`config.mk`:
```
export PLATFORM = sky130hd
export DESIGN_NAME = vend_controller_flat
export DESIGN_NICKNAME = d
export VERILOG_FILES = /design/src/rtl/vend_if.sv /design/src/rtl/vend_controller.sv /design/src/flat_wrapper.sv
export SDC_FILE = /design/constraint.sdc
export NUM_CORES = 1
export LEC_CHECK = 0
export ABC_AREA = 1
export ABC_CLOCK_PERIOD_IN_PS = 2370
export BUFFER_PORTS_ARGS = -buffer_cell sky130_fd_sc_hd__buf_2
export CAP_MARGIN = 20
export CORE_MARGIN = 5
export CORE_UTILIZATION = 52
export DETAILED_ROUTE_END_ITERATION = 7
export GPL_ROUTABILITY_DRIVEN = 0
export GPL_TIMING_DRIVEN = 1
export PLACE_DENSITY_LB_ADDON = 0.3
export SETUP_SLACK_MARGIN = 0.2
export SKIP_CTS_REPAIR_TIMING = 1
export SLEW_MARGIN = 30
export SYNTH_ARGS = -nofsm -noshare
export SYNTH_HDL_FRONTEND = slang
export SYNTH_SLANG_ARGS = --single-unit
```
`constraint.sdc`:
```
create_clock -name clk -period 2.37 [get_ports clk]
set_input_delay 0.474 -clock clk [delete_from_list [all_inputs] [get_ports clk]]
set_output_delay 0.474 -clock clk [all_outputs]
set_load 0.02 [all_outputs]
```
`src/rtl/vend_if.sv`:
```
// rtl/vend_if.sv - handshake bundle between the vending front end and vend_controller
//
// Purpose: groups the selection, coin, cancel and result signals of the
// vending transaction controller.
// master: drives product_sel/product_cost/sel_valid/coin/coin_valid/cancel,
//         observes the result pulses and status.
// slave : the controller side (vend_controller).
interface vend_if;
  logic [1:0] product_sel;
  logic [5:0] product_cost;
  logic       sel_valid;
  logic [1:0] coin;
  logic       coin_valid;
  logic       cancel;
  logic       dispense;
  logic [1:0] dispensed_product;
  logic       change_valid;
  logic [5:0] change;
  logic [5:0] credit;
  logic       coin_reject;
  logic       sel_error;
  logic       busy;

  modport master (
    output product_sel, product_cost, sel_valid, coin, coin_valid, cancel,
    input  dispense, dispensed_product, change_valid, change, credit,
           coin_reject, sel_error, busy
  );

  modport slave (
    input  product_sel, product_cost, sel_valid, coin, coin_valid, cancel,
    output dispense, dispensed_product, change_valid, change, credit,
           coin_reject, sel_error, busy
  );
endinterface

```
`src/rtl/vend_controller.sv`:
```
// rtl/vend_controller.sv - vending transaction controller (select, collect, dispense, change)
//
// Purpose: latches a product selection and its cost, accumulates coins into
// credit, then emits a one-cycle dispense pulse followed by a one-cycle
// change pulse. Cancel and inactivity timeout refund the full credit.
// Ports:
//   clk  - system clock, rising edge
//   rst  - synchronous active-high reset
//   bus  - vend_if.slave: selection/coin/cancel inputs, registered result
//          pulses (dispense, change_valid, coin_reject, sel_error) and
//          status (credit, busy, change, dispensed_product)
// Parameter:
//   TIMEOUT_CYCLES - coin-free COLLECT cycles before automatic refund (>= 2)
module vend_controller #(
  parameter int TIMEOUT_CYCLES = 1000
) (
  input logic   clk,
  input logic   rst,
  vend_if.slave bus
);

  localparam int            CW   = $clog2(TIMEOUT_CYCLES);
  localparam logic [CW-1:0] TERM = CW'(TIMEOUT_CYCLES - 1);

  typedef enum logic [1:0] {
    S_IDLE,
    S_COLLECT,
    S_DISPENSE,
    S_CHANGE
  } state_t;

  state_t        state;
  logic [1:0]    sel_q;
  logic [5:0]    cost_q;
  logic [5:0]    credit_q;
  logic [5:0]    change_q;
  logic [1:0]    dispensed_q;
  logic [CW-1:0] tmo_cnt;
  logic          dispense_q;
  logic          change_valid_q;
  logic          coin_reject_q;
  logic          sel_error_q;
  logic          busy_q;

  logic       coin_ok;
  logic [5:0] coin_value;
  logic [5:0] credit_sum;

  always_comb begin
    coin_value = 6'd0;
    case (bus.coin)
      2'b00:   coin_value = 6'd5;
      2'b01:   coin_value = 6'd10;
      2'b10:   coin_value = 6'd20;
      default: coin_value = 6'd0;
    endcase
  end

  assign coin_ok    = (bus.coin != 2'b11);
  // Credit stays <= 55 for the supported cost range, so 6 bits cannot wrap.
  assign credit_sum = credit_q + coin_value;

  always_ff @(posedge clk) begin
    if (rst) begin
      state          <= S_IDLE;
      sel_q          <= 2'd0;
      cost_q         <= 6'd0;
      credit_q       <= 6'd0;
      change_q       <= 6'd0;
      dispensed_q    <= 2'd0;
      tmo_cnt        <= '0;
      dispense_q     <= 1'b0;
      change_valid_q <= 1'b0;
      coin_reject_q  <= 1'b0;
      sel_error_q    <= 1'b0;
      busy_q         <= 1'b0;
    end else begin
      // Pulse outputs default low; each branch raises them for one cycle.
      dispense_q     <= 1'b0;
      change_valid_q <= 1'b0;
      coin_reject_q  <= 1'b0;
      sel_error_q    <= 1'b0;

      case (state)
        S_IDLE: begin
          coin_reject_q <= bus.coin_valid;
          if (bus.sel_valid) begin
            if (bus.product_cost != 6'd0) begin
              sel_q   <= bus.product_sel;
              cost_q  <= bus.product_cost;
              tmo_cnt <= '0;
              busy_q  <= 1'b1;
              state   <= S_COLLECT;
            end else begin
              sel_error_q <= 1'b1;
            end
          end
        end

        S_COLLECT: begin
          if (bus.cancel) begin
            // Cancel wins; any coin presented alongside it is handed back.
            coin_reject_q  <= bus.coin_valid;
            change_q       <= credit_q;
            change_valid_q <= 1'b1;
            state          <= S_CHANGE;
          end else if (bus.coin_valid && coin_ok) begin
            credit_q <= credit_sum;
            tmo_cnt  <= '0;
            if (credit_sum >= cost_q) begin
              dispense_q  <= 1'b1;
              dispensed_q <= sel_q;
              state       <= S_DISPENSE;
            end
          end else begin
            // An invalid coin is rejected but counts as an idle cycle.
            coin_reject_q <= bus.coin_valid;
            if (tmo_cnt == TERM) begin
              change_q       <= credit_q;
              change_valid_q <= 1'b1;
              state          <= S_CHANGE;
            end else begin
              tmo_cnt <= tmo_cnt + 1'b1;
            end
          end
        end

        S_DISPENSE: begin
          coin_reject_q  <= bus.coin_valid;
          change_q       <= credit_q - cost_q;
          change_valid_q <= 1'b1;
          state          <= S_CHANGE;
        end

        S_CHANGE: begin
          coin_reject_q <= bus.coin_valid;
          credit_q      <= 6'd0;
          busy_q        <= 1'b0;
          state         <= S_IDLE;
        end

        default: begin
          busy_q <= 1'b0;
          state  <= S_IDLE;
        end
      endcase
    end
  end

  assign bus.dispense          = dispense_q;
  assign bus.dispensed_product = dispensed_q;
  assign bus.change_valid      = change_valid_q;
  assign bus.change            = change_q;
  assign bus.credit            = credit_q;
  assign bus.coin_reject       = coin_reject_q;
  assign bus.sel_error         = sel_error_q;
  assign bus.busy              = busy_q;

endmodule

```
`src/flat_wrapper.sv`:
```
// flat-port wrapper written by rule: the top's interface ports become plain ports
module vend_controller_flat 
#(
  parameter int TIMEOUT_CYCLES = 1000
)
  (clk, rst, bus_product_sel, bus_product_cost, bus_sel_valid, bus_coin, bus_coin_valid, bus_cancel, bus_dispense, bus_dispensed_product, bus_change_valid, bus_change, bus_credit, bus_coin_reject, bus_sel_error, bus_busy);
  vend_if bus_i ();
  input logic clk;
  input logic rst;
  input wire logic [$bits(bus_i.product_sel)-1:0] bus_product_sel;
  input wire logic [$bits(bus_i.product_cost)-1:0] bus_product_cost;
  input wire logic [$bits(bus_i.sel_valid)-1:0] bus_sel_valid;
  input wire logic [$bits(bus_i.coin)-1:0] bus_coin;
  input wire logic [$bits(bus_i.coin_valid)-1:0] bus_coin_valid;
  input wire logic [$bits(bus_i.cancel)-1:0] bus_cancel;
  output wire logic [$bits(bus_i.dispense)-1:0] bus_dispense;
  output wire logic [$bits(bus_i.dispensed_product)-1:0] bus_dispensed_product;
  output wire logic [$bits(bus_i.change_valid)-1:0] bus_change_valid;
  output wire logic [$bits(bus_i.change)-1:0] bus_change;
  output wire logic [$bits(bus_i.credit)-1:0] bus_credit;
  output wire logic [$bits(bus_i.coin_reject)-1:0] bus_coin_reject;
  output wire logic [$bits(bus_i.sel_error)-1:0] bus_sel_error;
  output wire logic [$bits(bus_i.busy)-1:0] bus_busy;
  assign bus_i.product_sel = bus_product_sel;
  assign bus_i.product_cost = bus_product_cost;
  assign bus_i.sel_valid = bus_sel_valid;
  assign bus_i.coin = bus_coin;
  assign bus_i.coin_valid = bus_coin_valid;
  assign bus_i.cancel = bus_cancel;
  assign bus_dispense = bus_i.dispense;
  assign bus_dispensed_product = bus_i.dispensed_product;
  assign bus_change_valid = bus_i.change_valid;
  assign bus_change = bus_i.change;
  assign bus_credit = bus_i.credit;
  assign bus_coin_reject = bus_i.coin_reject;
  assign bus_sel_error = bus_i.sel_error;
  assign bus_busy = bus_i.busy;
  vend_controller #(.TIMEOUT_CYCLES(TIMEOUT_CYCLES)) u_core (.clk(clk), .rst(rst), .bus(bus_i));
endmodule
```
==> impl_metrics.env, run 1 <==
export IMPL_overflow=0
export IMPL_post_route_drc_count=0
export IMPL_clock_tree_htree_level_count=2
export IMPL_largest_buffer_count_on_any_clock_path=2
export IMPL_global_route_wire_length_before_repair_mm=10.36
export IMPL_post_route_cells_drive_above_1_share=0.2099
export IMPL_stdcell_count=491
export IMPL_cp_required_ns=2.60
export IMPL_drt_first_pass_iters=5
export IMPL_layout_common_cells="89 x nand2_1, 42 x nor2_1, 39 x inv_1, 38 x dfxtp_1"
export IMPL_vdd_ir_drop_max_mv=0.6151
export IMPL_timing_max_cap_violations=0
export IMPL_internal_power_uw=1622
export IMPL_maxClockFrequency_mhz=418.1
export IMPL_worst_skew_pair_late_latency_ns=0.29
export IMPL_yosysWarningCount=0
export IMPL_synth_cells=375
export IMPL_place_inst=483
export IMPL_powerDensity_nw_per_um2=999.5
export IMPL_numPortBuffers=33
export IMPL_synth_ff_type="dfxtp_1"
export IMPL_start_kind="primary input"
export IMPL_via_count_of_the_first_global_routing_pass=2311
export IMPL_track_usage=0.2021
export IMPL_layout_worst_path_cycle_share=1.009
export IMPL_rr_worst_depth=16
export IMPL_power_sequential_fraction=0.286
export IMPL_synth_area_per_cell_sq_um=6.853
export IMPL_finalMaxSlewViolations=0
export IMPL_switching_part_of_the_total_power=0.4630
export IMPL_clock_pin_slew_of_the_registers_on_the_worst_case_setup_and_hold_paths_ns=0.07
export IMPL_initialDrtViolationCount=133
export IMPL_clock_sink_count=39
export IMPL_grt_antenna_before_repair=0
export IMPL_run_status="complete, but fails checks"
export IMPL_report_final_setup_viol=3
export IMPL_cts_inserted_buffers=5
export IMPL_via_count=2528
export IMPL_drtAntennaViolNets=0
export IMPL_post_synth_num_cell_types=35
export IMPL_comb_power_share=0.570
export IMPL_postPlaceCellArea_sq_um=2917
export IMPL_critPathLaunch="bus_coin[0]"
export IMPL_hold_viol=0
export IMPL_max_slew_worst_pin_slew_ns=0.4597
export IMPL_fp_dieH_microns=80.30
export IMPL_power_clock_fraction=0.144
export IMPL_synth_yosys_seq_area_share=0.3038
export IMPL_failed_checks="negative setup slack"
export IMPL_start_util=0.5405
export IMPL_vias_per_cell=5.149
export IMPL_static_leakage_power_uw=0.001370
export IMPL_timing_slew_headroom=0.6932
export IMPL_critical_path_arrival_ns=2.62
export IMPL_rsz_0062_raised_after_global_routing="yes"
export IMPL_cts_root_buffer="clkbuf_8"
export IMPL_reg2reg_to="u_core.state[0]"
export IMPL_ys_ff_latch=39
export IMPL_worst_slack_ns=-0.02180
export IMPL_wl_per_cell_microns=12.24
export IMPL_die_area_sq_um=6448
export IMPL_fin_skew_ns=0.006526
export IMPL_number_of_antenna_repair_diodes=0
export IMPL_asyncSetResetFlopFracSynth=0
export IMPL_hold_path_class="primary input to flip-flop"
export IMPL_synthToLayoutAreaGrowth_pct=17.62
export IMPL_die_width_microns=80.30
export IMPL_num_rows=25
export IMPL_final_net_count=462
export IMPL_tritoncts="done"
export IMPL_dp_hpwl_mm=4.669
export IMPL_layout_commonest_cell="nand2_1"
export IMPL_final_min_clock_period_ns=2.392
export IMPL_largest_net_degree_at_the_start_of_global_routing=23
export IMPL_r2r_start="u_core.bus.credit[0]"
export IMPL_critPathCapture="u_core.bus.dispensed_product[0]"
export IMPL_net_switching_power_uw=1399
export IMPL_core_area_sq_um=4755
export IMPL_post_synth_instance_area_sq_um=2570
export IMPL_critical_path_class="primary input to flip-flop"
export IMPL_detail_route_wirelength_mm=6.008
export IMPL_ios=34
export IMPL_final_area_sq_um=3023
export IMPL_reg2reg_setup_slack_ns=0
export IMPL_power_uw=3021
export IMPL_synth_enable_flop_cells=0
export IMPL_critPathMaxFanout=4
export IMPL_synthesis_nets=414
export IMPL_timing_critical_path_to_type="flip-flop"
routing by layer:
metal | share of wire | GRT usage
met5 | 0 | 0
met4 | 0.017 | 0.07264
met3 | 0.065 | 0.04372
met2 | 0.46 | 0.3179
met1 | 0.46 | 0.2710
through the flow:
stage | TNS, ns | hold slack (ns) | worst slack (ns) | utilization
2_1_floorplan | 0 | 0.4495 | 0.005038 | -
3_3_place_gp | -1.232 | 0.4345 | -0.2638 | 0.6134
3_5_place_dp | -1.533 | 0.4457 | -0.3543 | 0.6134
4_1_cts | -0.08733 | 0.4428 | -0.05407 | 0.6305
5_1_grt | -1.015 | 0.4599 | -0.2394 | 0.6358
6_report | -0.04857 | 0.4448 | -0.02180 | 0.6358
power groups by stage:
stage / Combinational (uW) / Sequential [uW] / Clock, uW
floorplan: 1210 / 950 / 0
global placement: 1650 / 877 / 0
detailed placement: 1680 / 878 / 0
CTS: 1690 / 864 / 444
global route: 1940 / 881 / 478
finish: 1720 / 863 / 435
kinds of logic (layout without fill, tap and decap cells):
kind of cell / count (synthesis) / after routing / synth area share
xor+xnor: 6 / 6 / 0.02045
buf+inv: 53 / 102 / 0.08666
flops: 39 / 39 / 0.3038
simple gates: 196 / 196 / 0.3525
compound gates: 57 / 57 / 0.1139
fa+ha+maj: 24 / 24 / 0.1227
state kept, by name (all words and copies together) (netlist names), 2 cells and up:
signal / count
u_core.sel_q: 2
u_core.bus.dispensed_product: 2
u_core.tmo_cnt: 10
u_core.bus.credit: 6
u_core.bus.change: 6
u_core.cost_q: 6
u_core.state: 2
synthesized netlist by cell type, types with 5 or more instances:
cell type | n | area share
inv_2 | 5 | 0.0073
nor2_1 | 44 | 0.064
a21oi_1 | 33 | 0.064
dfxtp_1 | 39 | 0.30
nand2_1 | 92 | 0.13
ha_1 | 22 | 0.11
o21ai_0 | 16 | 0.031
inv_1 | 39 | 0.057
o21ai_1 | 5 | 0.0097
nand3b_1 | 6 | 0.018
nand3_1 | 31 | 0.060
worst max-delay path, cell delays in order:
cell	delay (ns)
buf_4	0.13
inv_1	0.12
nor2_4	0.06
ha_1	0.28
nand2_1	0.05
inv_1	0.07
nand4_1	0.11
nand3_1	0.09
nand2_1	0.05
and2_1	0.15
ha_1	0.29
nand2_1	0.07
nor2_1	0.10
nand2_1	0.07
nand2_2	0.08
nand3_1	0.13
buf_4	0.17
a21oi_1	0.13
how the worst min path moves through the flow:
stage	endpoint	slack, ns	start	depth (start not counted)
finish	u_core.bus.sel_error	0.44	bus_sel_valid	3
CTS	u_core.bus.sel_error	0.44	bus_sel_valid	3
floorplan	u_core.sel_q[0]	0.45	u_core.sel_q[0]	2
detailed placement	u_core.bus.dispensed_product[1]	0.45	u_core.bus.dispensed_product[1]	2
global placement	u_core.bus.dispensed_product[0]	0.43	u_core.bus.dispensed_product[0]	2
global route	u_core.bus.sel_error	0.46	bus_sel_valid	3
cell type report:
type | instances | area (sq um)
fillers | 441 | 1732
multi-input cells | 283 | 1614
flip-flops and latches | 39 | 782.0
repair buffers | 49 | 290.3
inverters | 45 | 171.4
well taps | 67 | 83.83
clock buffers | 7 | 76.32
clock inverters | 1 | 5.005
Note: power is estimated with default switching activity, not from simulation.
==> run 2: changes to the inputs <==
- ABC_CLOCK_PERIOD_IN_PS: 2370 -> 3050
- CORE_UTILIZATION: 52 -> 60
- clock period: 2.37 -> 3.05 ns (I/O delays scaled with it)
==> impl_metrics.env, run 2 (synthesized netlist as in run 1, its figures left out) <==
export IMPL_track_usage=0.2271
export IMPL_final_net_count=448
export IMPL_synthToLayoutAreaGrowth_pct=12.51
export IMPL_grt_antenna_before_repair=0
export IMPL_crit_chain="buf_2 > nor2_1 > ha_1 > fa_2 > a21oi_2 > nor2_1 > nor2_1 > xnor2_1 > ha_1 > nand2_1 > inv_1 > a21oi_2 > nand2_1 > nand2_1 > nand2_2 > nand2_1 > nand2_1 > a21oi_1"
export IMPL_detail_route_wirelength_mm=6.030
export IMPL_levels_on_crit_path=18
export IMPL_fp_dieH_microns=75.45
export IMPL_grtUsageMet3=0.03958
export IMPL_dp_hpwl_mm=4.394
export IMPL_drtAntennaViolNets=0
export IMPL_via_count=2497
export IMPL_vdd_ir_drop_max_mv=0.6061
export IMPL_vias_per_cell=5.428
export IMPL_ios=34
export IMPL_critical_path_n_buffers_inverters=2
export IMPL_numPortBuffers=33
export IMPL_max_slew_worst_pin_slew_ns=0.4649
export IMPL_cp_required_ns=3.28
export IMPL_cts_inserted_buffers=5
export IMPL_timing_max_cap_violations=0
export IMPL_hold_path_class="flip-flop to flip-flop"
export IMPL_initialDrtViolationCount=205
export IMPL_worst_skew_pair_late_latency_ns=0.30
export IMPL_maxClockFrequency_mhz=369.0
export IMPL_critical_path_arrival_ns=2.94
export IMPL_post_route_setup_tns_ns=0
export IMPL_report_final_setup_viol=0
export IMPL_clock_tree_htree_level_count=2
export IMPL_timing_hold_worst_path_depth=2
export IMPL_number_of_antenna_repair_diodes=0
export IMPL_cp_common_cell="nand2_1"
export IMPL_run_status="completed"
export IMPL_die_width_microns=75.45
export IMPL_hold_viol=0
export IMPL_wl_per_cell_microns=13.11
export IMPL_cts_root_buffer="clkbuf_8"
export IMPL_start_util=0.6289
export IMPL_critical_path_top_delay_family="adder cells"
export IMPL_final_min_clock_period_ns=2.710
export IMPL_clock_pin_slew_of_the_registers_on_the_worst_case_setup_and_hold_paths_ns=0.08
export IMPL_largest_net_degree_at_the_start_of_global_routing=24
export IMPL_fin_skew_ns=0.007514
export IMPL_critPathMaxFanout=4
export IMPL_worst_path_max_delay_cell="fa_2"
export IMPL_static_leakage_power_uw=0.001315
export IMPL_finalMaxSlewViolations=0
export IMPL_register_with_the_most_flip_flops="u_core.tmo_cnt"
export IMPL_tritoncts="done"
export IMPL_die_area_sq_um=5692
export IMPL_post_route_drc_count=0
export IMPL_timing_critical_path_to_type="flip-flop"
export IMPL_grtUsageMet1=0.3250
export IMPL_via_count_of_the_first_global_routing_pass=2176
export IMPL_largest_register_ffs=10
export IMPL_worst_path_largest_cell_delay_ns=0.38
export IMPL_rsz_0062_raised_after_global_routing="no"
export IMPL_layout_commonest_cell="nand2_1"
export IMPL_layout_common_cells="92 x nand2_1, 43 x nor2_1, 39 x inv_1, 39 x dfxtp_1, 33 x buf_2"
export IMPL_powerDensity_nw_per_um2=829.0
export IMPL_rr_worst_depth=16
export IMPL_met2_usage=0.3509
export IMPL_start_kind="primary input"
export IMPL_overflow=0
export IMPL_post_route_cells_drive_above_1_share=0.1732
export IMPL_largest_buffer_count_on_any_clock_path=2
export IMPL_grt_most_used_layer="met2"
export IMPL_clock_sink_count=39
export IMPL_power_uw=2397
export IMPL_global_route_wire_length_before_repair_mm=9.949
export IMPL_timing_slew_headroom=0.6901
export IMPL_num_rows=23
export IMPL_critical_path_class="primary input to flip-flop"
export IMPL_drt_first_pass_iters=4
export IMPL_layout_worst_path_cycle_share=0.8886
export IMPL_core_area_sq_um=4086
[run 2: cell count changes in the layout (fill, tap and decap cells not counted), sizes merged]
| cell | delta |
|---|---|
| buf | -14 |
| clkinv | +1 |
| clkbuf | -2 |
| bufinv | +1 |
[run 2: final cells by class]
cell class	instances	area, sq um
timing repair buffer	35	180.2
tap	50	62.56
multi-input combinational	283	1584
inverter	45	171.4
clock buffer	5	68.82
clock inverter	3	43.79
fill	349	1195
sequential	39	780.7
[run 2: final timing paths]
kind / startpoint / slack [ns] / to
setup / recovery: bus_coin[1] / 0.34 / u_core.state[1]
setup reg to reg: u_core.bus.credit[0] / 0.50 / u_core.state[1]
hold reg to reg: u_core.bus.dispensed_product[1] / 0.46 / u_core.bus.dispensed_product[1]
hold / removal: u_core.bus.dispensed_product[1] / 0.46 / u_core.bus.dispensed_product[1]
[run 2: tightest hold or removal path, cell delays in order, from the launching register on]
cell and delay, ns:
dfxtp_1 0.32, inv_1 0.05, a21oi_1 0.05
[run 2: layer usage]
metal | routed length, microns | vias up
li1 | - | 1283
met1 | 2863 | 1120
met2 | 2660 | 85
met3 | 435 | 9
met4 | 70 | 0
met5 | 0 | -
[run 2: power breakdown]
group | switching [uW] | total (uW) | internal, uW
Clock | 195 | 438 | 244
Sequential | 84.3 | 689 | 605
Combinational | 827 | 1270 | 443
[run 2: stage by stage]
| stage | util | hold slack (ns) | instances | setup WS (ns) | cell area (sq um) |
|---|---|---|---|---|---|
| 2_1_floorplan | - | 0.4495 | 375 | 0.4460 | 2570 |
| 3_3_place_gp | 0.6739 | 0.4407 | 451 | 0.2063 | 2754 |
| 3_5_place_dp | 0.6739 | 0.4385 | 451 | 0.04831 | 2754 |
| 4_1_cts | 0.7015 | 0.4579 | 459 | 0.3575 | 2867 |
| 5_1_grt | 0.7076 | 0.5069 | 460 | 0.1508 | 2892 |
| 6_report | 0.7076 | 0.4592 | 460 | 0.3397 | 2892 |
